[src/rtl/evm_vote_controller.sv]
// EVM tally sequencer: arms one ballot per ballot_en, records one vote per ballot
// into saturating counters, and in result mode scans the counts and reports winner/tie.
module evm_vote_controller #(
  parameter int CNT_W     = 4,
  parameter int SCAN_HOLD = 8
) (
  input  logic             clk,
  input  logic             rst_n,
  input  logic             ballot_en,
  input  logic [3:0]       cand_btn,
  input  logic             result_mode,
  input  logic             clear,
  output logic [CNT_W-1:0] cnt_a,
  output logic [CNT_W-1:0] cnt_b,
  output logic [CNT_W-1:0] cnt_c,
  output logic [CNT_W-1:0] cnt_d,
  output logic [1:0]       mux_sel,
  output logic             vote_ready,
  output logic             vote_ack,
  output logic             vote_err,
  output logic [1:0]       winner,
  output logic             winner_valid,
  output logic             tie,
  output logic [1:0]       fsm_state
);

  typedef enum logic [1:0] {
    IDLE   = 2'd0,
    ARMED  = 2'd1,
    RESULT = 2'd2
  } state_t;

  localparam int              DW        = (SCAN_HOLD > 1) ? $clog2(SCAN_HOLD) : 1;
  localparam logic [DW-1:0]   HOLD_LAST = DW'(SCAN_HOLD - 1);
  localparam logic [CNT_W-1:0] CNT_MAX  = '1;

  state_t           state, state_next;
  logic [CNT_W-1:0] cnt [4];
  logic [DW-1:0]    dwell;
  logic             one_hot, multi_hot;
  logic [1:0]       vote_idx;
  logic [1:0]       best_idx;
  logic [2:0]       n_max;
  logic             best_tie;
  logic             do_clear;

  always_comb begin
    one_hot   = (cand_btn != 4'd0) && ((cand_btn & (cand_btn - 4'd1)) == 4'd0);
    multi_hot = (cand_btn != 4'd0) && !one_hot;
    vote_idx  = 2'd0;
    for (int i = 0; i < 4; i++) begin
      if (cand_btn[i]) vote_idx = 2'(i);
    end
  end

  // Strict '>' keeps the lowest index among equal maxima.
  always_comb begin
    best_idx = 2'd0;
    n_max    = 3'd0;
    for (int i = 1; i < 4; i++) begin
      if (cnt[i] > cnt[best_idx]) best_idx = 2'(i);
    end
    for (int i = 0; i < 4; i++) begin
      if (cnt[i] == cnt[best_idx]) n_max = n_max + 3'd1;
    end
    best_tie = (n_max >= 3'd2);
  end

  always_comb begin
    state_next = state;
    case (state)
      IDLE: begin
        if (result_mode)    state_next = RESULT;
        else if (ballot_en) state_next = ARMED;
      end
      ARMED:   if (one_hot) state_next = IDLE;
      RESULT:  if (!result_mode) state_next = IDLE;
      default: state_next = IDLE;
    endcase
  end

  assign do_clear = (state == IDLE) && clear && !result_mode && !ballot_en;

  // Handshake: vote_ready is high for every cycle a ballot is armed; a valid press
  // while ready is consumed at that edge, raising vote_ack for one cycle and dropping
  // vote_ready in the same cycle. A multi-press pulses vote_err and leaves ready high.
  always_ff @(posedge clk or negedge rst_n) begin
    if (!rst_n) begin
      state      <= IDLE;
      vote_ready <= 1'b0;
      vote_ack   <= 1'b0;
      vote_err   <= 1'b0;
      for (int i = 0; i < 4; i++) cnt[i] <= '0;
    end else begin
      state      <= state_next;
      vote_ready <= (state_next == ARMED);
      vote_ack   <= (state == ARMED) && one_hot;
      vote_err   <= (state == ARMED) && multi_hot;
      if ((state == ARMED) && one_hot) begin
        if (cnt[vote_idx] != CNT_MAX) cnt[vote_idx] <= cnt[vote_idx] + 1'b1;
      end else if (do_clear) begin
        for (int i = 0; i < 4; i++) cnt[i] <= '0;
      end
    end
  end

  // Counts are frozen in RESULT, so capturing winner/tie on entry stays accurate.
  always_ff @(posedge clk or negedge rst_n) begin
    if (!rst_n) begin
      dwell        <= '0;
      mux_sel      <= 2'd0;
      winner       <= 2'd0;
      tie          <= 1'b0;
      winner_valid <= 1'b0;
    end else if (state_next != RESULT) begin
      dwell        <= '0;
      mux_sel      <= 2'd0;
      winner       <= 2'd0;
      tie          <= 1'b0;
      winner_valid <= 1'b0;
    end else begin
      winner_valid <= 1'b1;
      if (state != RESULT) begin
        winner <= best_idx;
        tie    <= best_tie;
      end else if (dwell == HOLD_LAST) begin
        dwell   <= '0;
        mux_sel <= mux_sel + 2'd1;
      end else begin
        dwell <= dwell + 1'b1;
      end
    end
  end

  assign cnt_a     = cnt[0];
  assign cnt_b     = cnt[1];
  assign cnt_c     = cnt[2];
  assign cnt_d     = cnt[3];
  assign fsm_state = state;

endmodule

[config.mk]
export PLATFORM = sky130hd
export DESIGN_NAME = evm_vote_controller
export DESIGN_NICKNAME = d
export VERILOG_FILES = /design/src/rtl/evm_vote_controller.sv
export SDC_FILE = /design/constraint.sdc
export NUM_CORES = 1
export LEC_CHECK = 0
export ABC_AREA = 1
export CORE_MARGIN = 2
export CORE_UTILIZATION = 40
export DETAILED_ROUTE_END_ITERATION = 16
export PLACE_DENSITY = 0.61
export SETUP_SLACK_MARGIN = 0.2
export SYNTH_ARGS = -nofsm -noshare
export SYNTH_HDL_FRONTEND = slang
export SYNTH_SLANG_ARGS = --single-unit
[constraint.sdc]
create_clock -name clk -period 5.5 [get_ports clk]
set_clock_uncertainty 0.15 [all_clocks]
set_input_delay 1.65 -clock clk [delete_from_list [all_inputs] [get_ports clk]]
set_output_delay 1.65 -clock clk [all_outputs]
set_load 0.02 [all_outputs]
After elaboration in Yosys (flattened, before gate mapping) --
Index checks and enable logic that the tools add are counted.
Word-level totals: register bits after elaboration 30, bits of input ports 9, output and inout bits 27, logic and storage cells 110
Operators by class: $add $sub $neg 7, $lt $le $gt $ge 9, equality and inequality tests 13, multiplexer cells 44, bitwise gates (word level) 5, reduce and logical (&&, ||, !) cells 19
Operator list (count):
- $mux 16 | 3
- $mux 4 | 9
- $bmux 4 s2 | 4
- $mux 2 | 13
- $mux 3 | 6
- $bwmux 16 | 1
- $eq 4x4->1 | 4
- $add 3x1->3 const B | 4
- $ge 3x3->1 const B | 4
- $gt 4x4->1 | 3
- $not 2->3 | 4
- $demux 4 s2 | 1
- $logic_and 1x1->1 | 8
- $mux 1 | 6
- $ne 2x2->1 const B | 3
- $pmux 2 s3 | 1
- $reduce_bool 2->1 | 3
- $add 4x1->4 const B | 1
- $and 4x4->4 | 1
- $eq 2x1->1 const B | 2
- $logic_not 4->1 | 1
- $ne 4x4->1 const B | 1
- $reduce_and 2->1 | 2
- $reduce_bool 4->1 | 1
- other kinds (9) | 11

Logic depth before layout (Yosys ltp) --
word-level depth 29, depth in mapped cells 47, mapped depth without buffers 46

Least setup slack after synthesis --
OpenSTA, ideal clock, no wires.
path type reg2reg, from reg cnt, in the netlist cnt_a[3], to reg tie, library setup time 0.117 ns, data arrival time 4.676 ns, required time 5.233 ns, setup slack 0.557 ns, cell stages (with the launch flop) 40, buffers on the path 1, clock period less this slack 4.943 ns, path through dfrtp_1 inv_1 ha_1 a21oi_1 nand2_1 nand2_2 nor2_1 a21oi_1 ha_1 nand2_1 inv_1 nand3_1 nand2_2 buf_6 nand2_1 o21ai_0 ha_1 inv_1 [4 not listed] nand2_4 nand2_1 inv_2 nand2_2 nand2_2 xor2_1 inv_1 nor4_2 ha_1 xnor2_1 ha_1 inv_1 nor2_1 nand2_1 nand2_1 nand3_1 nand2_1 nand2_1
Between the ends: longest elaborated chain between the ends 29, elaborated cells between the ends (all ways) 32, those cells by class add/sub (3); order compare (4); eq/ne (4); mux (18); bitwise (3)
RTL lines:
- start, declared | RTL line 38 | logic [CNT_W-1:0] cnt [4];
- $gt 4x4->1 | RTL line 61 | if (cnt[i] > cnt[best_idx]) best_idx = 2'(i);
- $mux 1 | RTL line 61
- $not 2->3 (not written as such) | RTL line 61
- $bmux 4 s2 | RTL line 61
- $mux 4 (not written as such) (2 in a row) | RTL line 61
- $gt 4x4->1 | RTL line 61
- $mux 2 | RTL line 61
- $not 2->3 (not written as such) | RTL line 61
- [12 not listed]
- $mux 3 | RTL line 64 | if (cnt[i] == cnt[best_idx]) n_max = n_max + 3'd1;
- $add 3x1->3 | RTL line 64
- $mux 3 | RTL line 64
- $add 3x1->3 | RTL line 64
- $mux 3 (*) | RTL line 64
- $ge 3x2->1 (*) | RTL line 66 | best_tie = (n_max >= 3'd2);
- $mux 1 (*) | RTL line 123 | if (state != RESULT) begin
- $mux 1 (*) | RTL line 115 | end else if (state_next != RESULT) begin
- end signal, assigned | RTL line 125 | tie <= best_tie;
- end, declared | RTL line 23 | output logic tie,
Every way passes the cells marked *; elsewhere a longest branch is shown, timed or not. The select of a mux whose other input is x is not followed. A chain may end at the register's enable or synchronous reset.

Final worst setup path --
Same ends and word-level chain as after synthesis.

==> results.md <==
- Status: finished clean
- Root buffer cell: clkbuf_8
- Share of cells above drive strength 1: 34.90%
- Hold Vio Cnt, Final: 0
- DR vias: 2,405
- Drt drc: 0
- Startpoint Class: flop
- Clk sink count: 30
- FMAX: 0.1953 GHz
- Critical Path RT: 5520 ps
- Critical Path AT: 5140 ps
- # diodes: 0
- Worst hold path startpoint: tie$_DFFE_PN0P_
- TritonCTS clock tree: yes
- RR Endpoint: tie$_DFFE_PN0P_
- H-tree depth: 2
- Max-slew headroom: 51.72%
- Die area: 6550 µm²
- CP max stage cell: dfrtp_1
- Initial Utilization: 40.71%
- Seq/Total Area, Yosys: 31.71%
- CP Class: reg2reg
- Hold Buf Count CTS: 0
- Crit-path max cell delay: 370 ps
- Worst Setup End Kind: flop
- HP Class: reg2reg
- Initial antenna violation count: 0
- Synth warnings: 0
- Clock Path Buffers: 2
- Combinational family with the most area after synthesis: simple AND/OR/NAND/NOR gates
- Synth Area in Compound Gates: 15.54%
- Hold Path Sink: tie$_DFFE_PN0P_
- Final setup TNS: 0 ps
- Clk Latency, worst-skew pair: 280 ps
- Tcrit/Tclk final: 93.11%
- Core Area: 5816 µm²
- Max-slew violation count: 0
- Netlist cell types: 38
- Hold path depth: 2
- RD Place Congestion: 0.8940
- Final setup violation count: 0
- Gr ovfl total: 0
- DR WL/cell: 15.00 µm
- FP Rows: 28
- Antenna Nets Post-Route: 0
- Layout Utilization: 60.63%
- Final nets: 410
- Min Hold Slack: 323.4 ps
- Chip height: 80.93 µm
- DR iter-0 viols: 116
- Commonest non-fill, non-tap cell in the layout: nand2_1
- Reg2Reg Depth: 41
- Xor-xnor portion of the synthesized cell area: 4.440%
- Area Growth Syn to Fin: 48.94%
- Simple logic cell fraction of the synthesized area: 30.44%
- #FFs+latches synth: 30
- Slew @ Worst Pin: 718.7 ps
- CP Max Fanout: 6
- R2R Setup Slk: 380 ps
- Largest net degree at the start of global routing: 24
- Cell count after synthesis: 308
- DP Wirelength: 4723 µm
- Min Tclk post-route: 5121 ps
- First-pass iteration count of the detailed router: 4
- Number of port buffers: 35
- Syn_area_per_cell: 7.686 µm²
- Mux cell area share after synthesis: 0%
- Synth Area in Adders: 9.514%
- Final WL: 6883 µm
- Vias in the first global route: 2,147
- Die W: 80.93 µm
- Most used cell, CP: nand2_4
- First-pass GRT wire length: 9977 µm
- CTS buffer count: 5
- RSZ-0062 raised after global routing: yes
- All-Layer GR Usage: 19.71%
- Worst-path clk slew: 60 ps
- I/O pin total: 36
- Syn_nets: 335
- Most frequent cells in the layout: 46 x nand2_1, 37 x inv_1, 35 x clkdlybuf4s50_1
- Max cap viols: 0
- Vias per cell: 5.240
- Worst flop-to-flop path startpoint: cnt_a[3]$_DFFE_PN0P_
- Synth Cell Area: 2367 µm²
==> final cells by class <==
| type | count | area, µm² |
|---|---|---|
| clock inverters | 2 | 12.51 |
| fillers | 525 | 2290 |
| flip-flops and latches | 30 | 752.0 |
| repair buffers | 68 | 613.1 |
| well taps | 75 | 93.84 |
| inverters | 49 | 186.4 |
| multi-input cells | 229 | 1785 |
| clock buffers | 6 | 82.58 |
==> synth_stat cells <==
cell / number / area, µm²
nand2_1: 58 / 217.7
inv_1: 44 / 165.2
dfrtp_1: 30 / 750.7
nand3_1: 29 / 145.1
nor2_1: 19 / 71.32
ha_1: 18 / 225.2
nand2_2: 17 / 106.4
o22ai_1: 16 / 100.1
xor2_1: 11 / 96.34
o21ai_0: 10 / 50.05
a21oi_1: 9 / 45.04
o21ai_1: 5 / 25.02
a21oi_2: 4 / 35.03
a22o_1: 3 / 26.28
inv_2: 3 / 11.26
nand2_4: 3 / 33.78
nor2_2: 3 / 18.77
a221oi_1: 2 / 17.52
a32o_1: 2 / 20.02
nand3_2: 2 / 20.02
nand4_2: 2 / 25.02
o21ai_2: 2 / 17.52
a22oi_1: 1 / 7.510
and2_1: 1 / 6.260
buf_6: 1 / 11.26
clkinv_1: 1 / 3.750
inv_4: 1 / 6.260
nand3b_1: 1 / 7.510
nand4_1: 1 / 6.260
nor2_4: 1 / 11.26
nor2_8: 1 / 20.02
nor3_1: 1 / 5.000
nor3b_1: 1 / 7.510
nor4_2: 1 / 12.51
o21ai_4: 1 / 16.27
o21bai_1: 1 / 7.510
or2_2: 1 / 6.260
xnor2_1: 1 / 8.760
==> routing by layer <==
metal  vias to the layer above  track usage, %  wire [µm]
met5                         -               0          0
met4                         0           5.932        174
met3                        18           2.333        339
met2                        72           32.40       3381
met1                      1138           27.18       2987
li1                       1177               -          -
==> sequential cells by signal, summed over array words and instances (netlist names) <==
signal        count
cnt_a             4
cnt_b             4
cnt_c             4
cnt_d             4
dwell             3
fsm_state         2
mux_sel           2
winner            2
tie               1
vote_ack          1
vote_err          1
vote_ready        1
winner_valid      1
==> how the worst max path moves through the flow <==
stage	start	endpoint	slack (ps)
2_1_floorplan	cnt_a[3]$_DFFE_PN0P_	tie$_DFFE_PN0P_	560
3_3_place_gp	cnt_a[3]$_DFFE_PN0P_	tie$_DFFE_PN0P_	140
3_5_place_dp	cnt_a[3]$_DFFE_PN0P_	tie$_DFFE_PN0P_	70
4_1_cts	cnt_b[0]$_DFFE_PN0P_	tie$_DFFE_PN0P_	230
5_1_grt	cnt_a[3]$_DFFE_PN0P_	tie$_DFFE_PN0P_	20
6_report	cnt_a[3]$_DFFE_PN0P_	tie$_DFFE_PN0P_	380
==> through the flow <==
step	area [µm²]	setup WS [ps]	instances
floorplan	2367	556.6	308
global placement	2838	140.7	422
detailed placement	2838	71.70	422
CTS	2950	229.9	430
global route	3526	24.40	459
finish	3526	379.0	459
==> critical path, delay by kind of cell (launching register included) <==
family	cells	cell delay, ps
AOI/OAI and AO/OA	4	570
xor gates and xnor gates	1	160
adders and majority gates	5	1180
buffers and inverters	8	620
DFF	1	370
and+or+nand+nor	23	1950
==> cells by family after synthesis <==
group                    count (synthesis)
AO/OA/AOI/OAI                           56
XOR/XNOR                                12
adder cells (fa/ha/maj)                 18
buffers and inverters                   50
flip-flops                              30
AND/OR/NAND/NOR                        142
==> what timing repair did <==
item	CTS	global route
hold endpoints to repair	0	0
cloned	0	1
gates resized for setup	4	82
pin swaps	0	37
buffers inserted	0	28
endpoints found under the setup margin	1	1
Power is not shown: default switching activity piles up to over one toggle a cycle in this logic, so the estimate is an artifact.
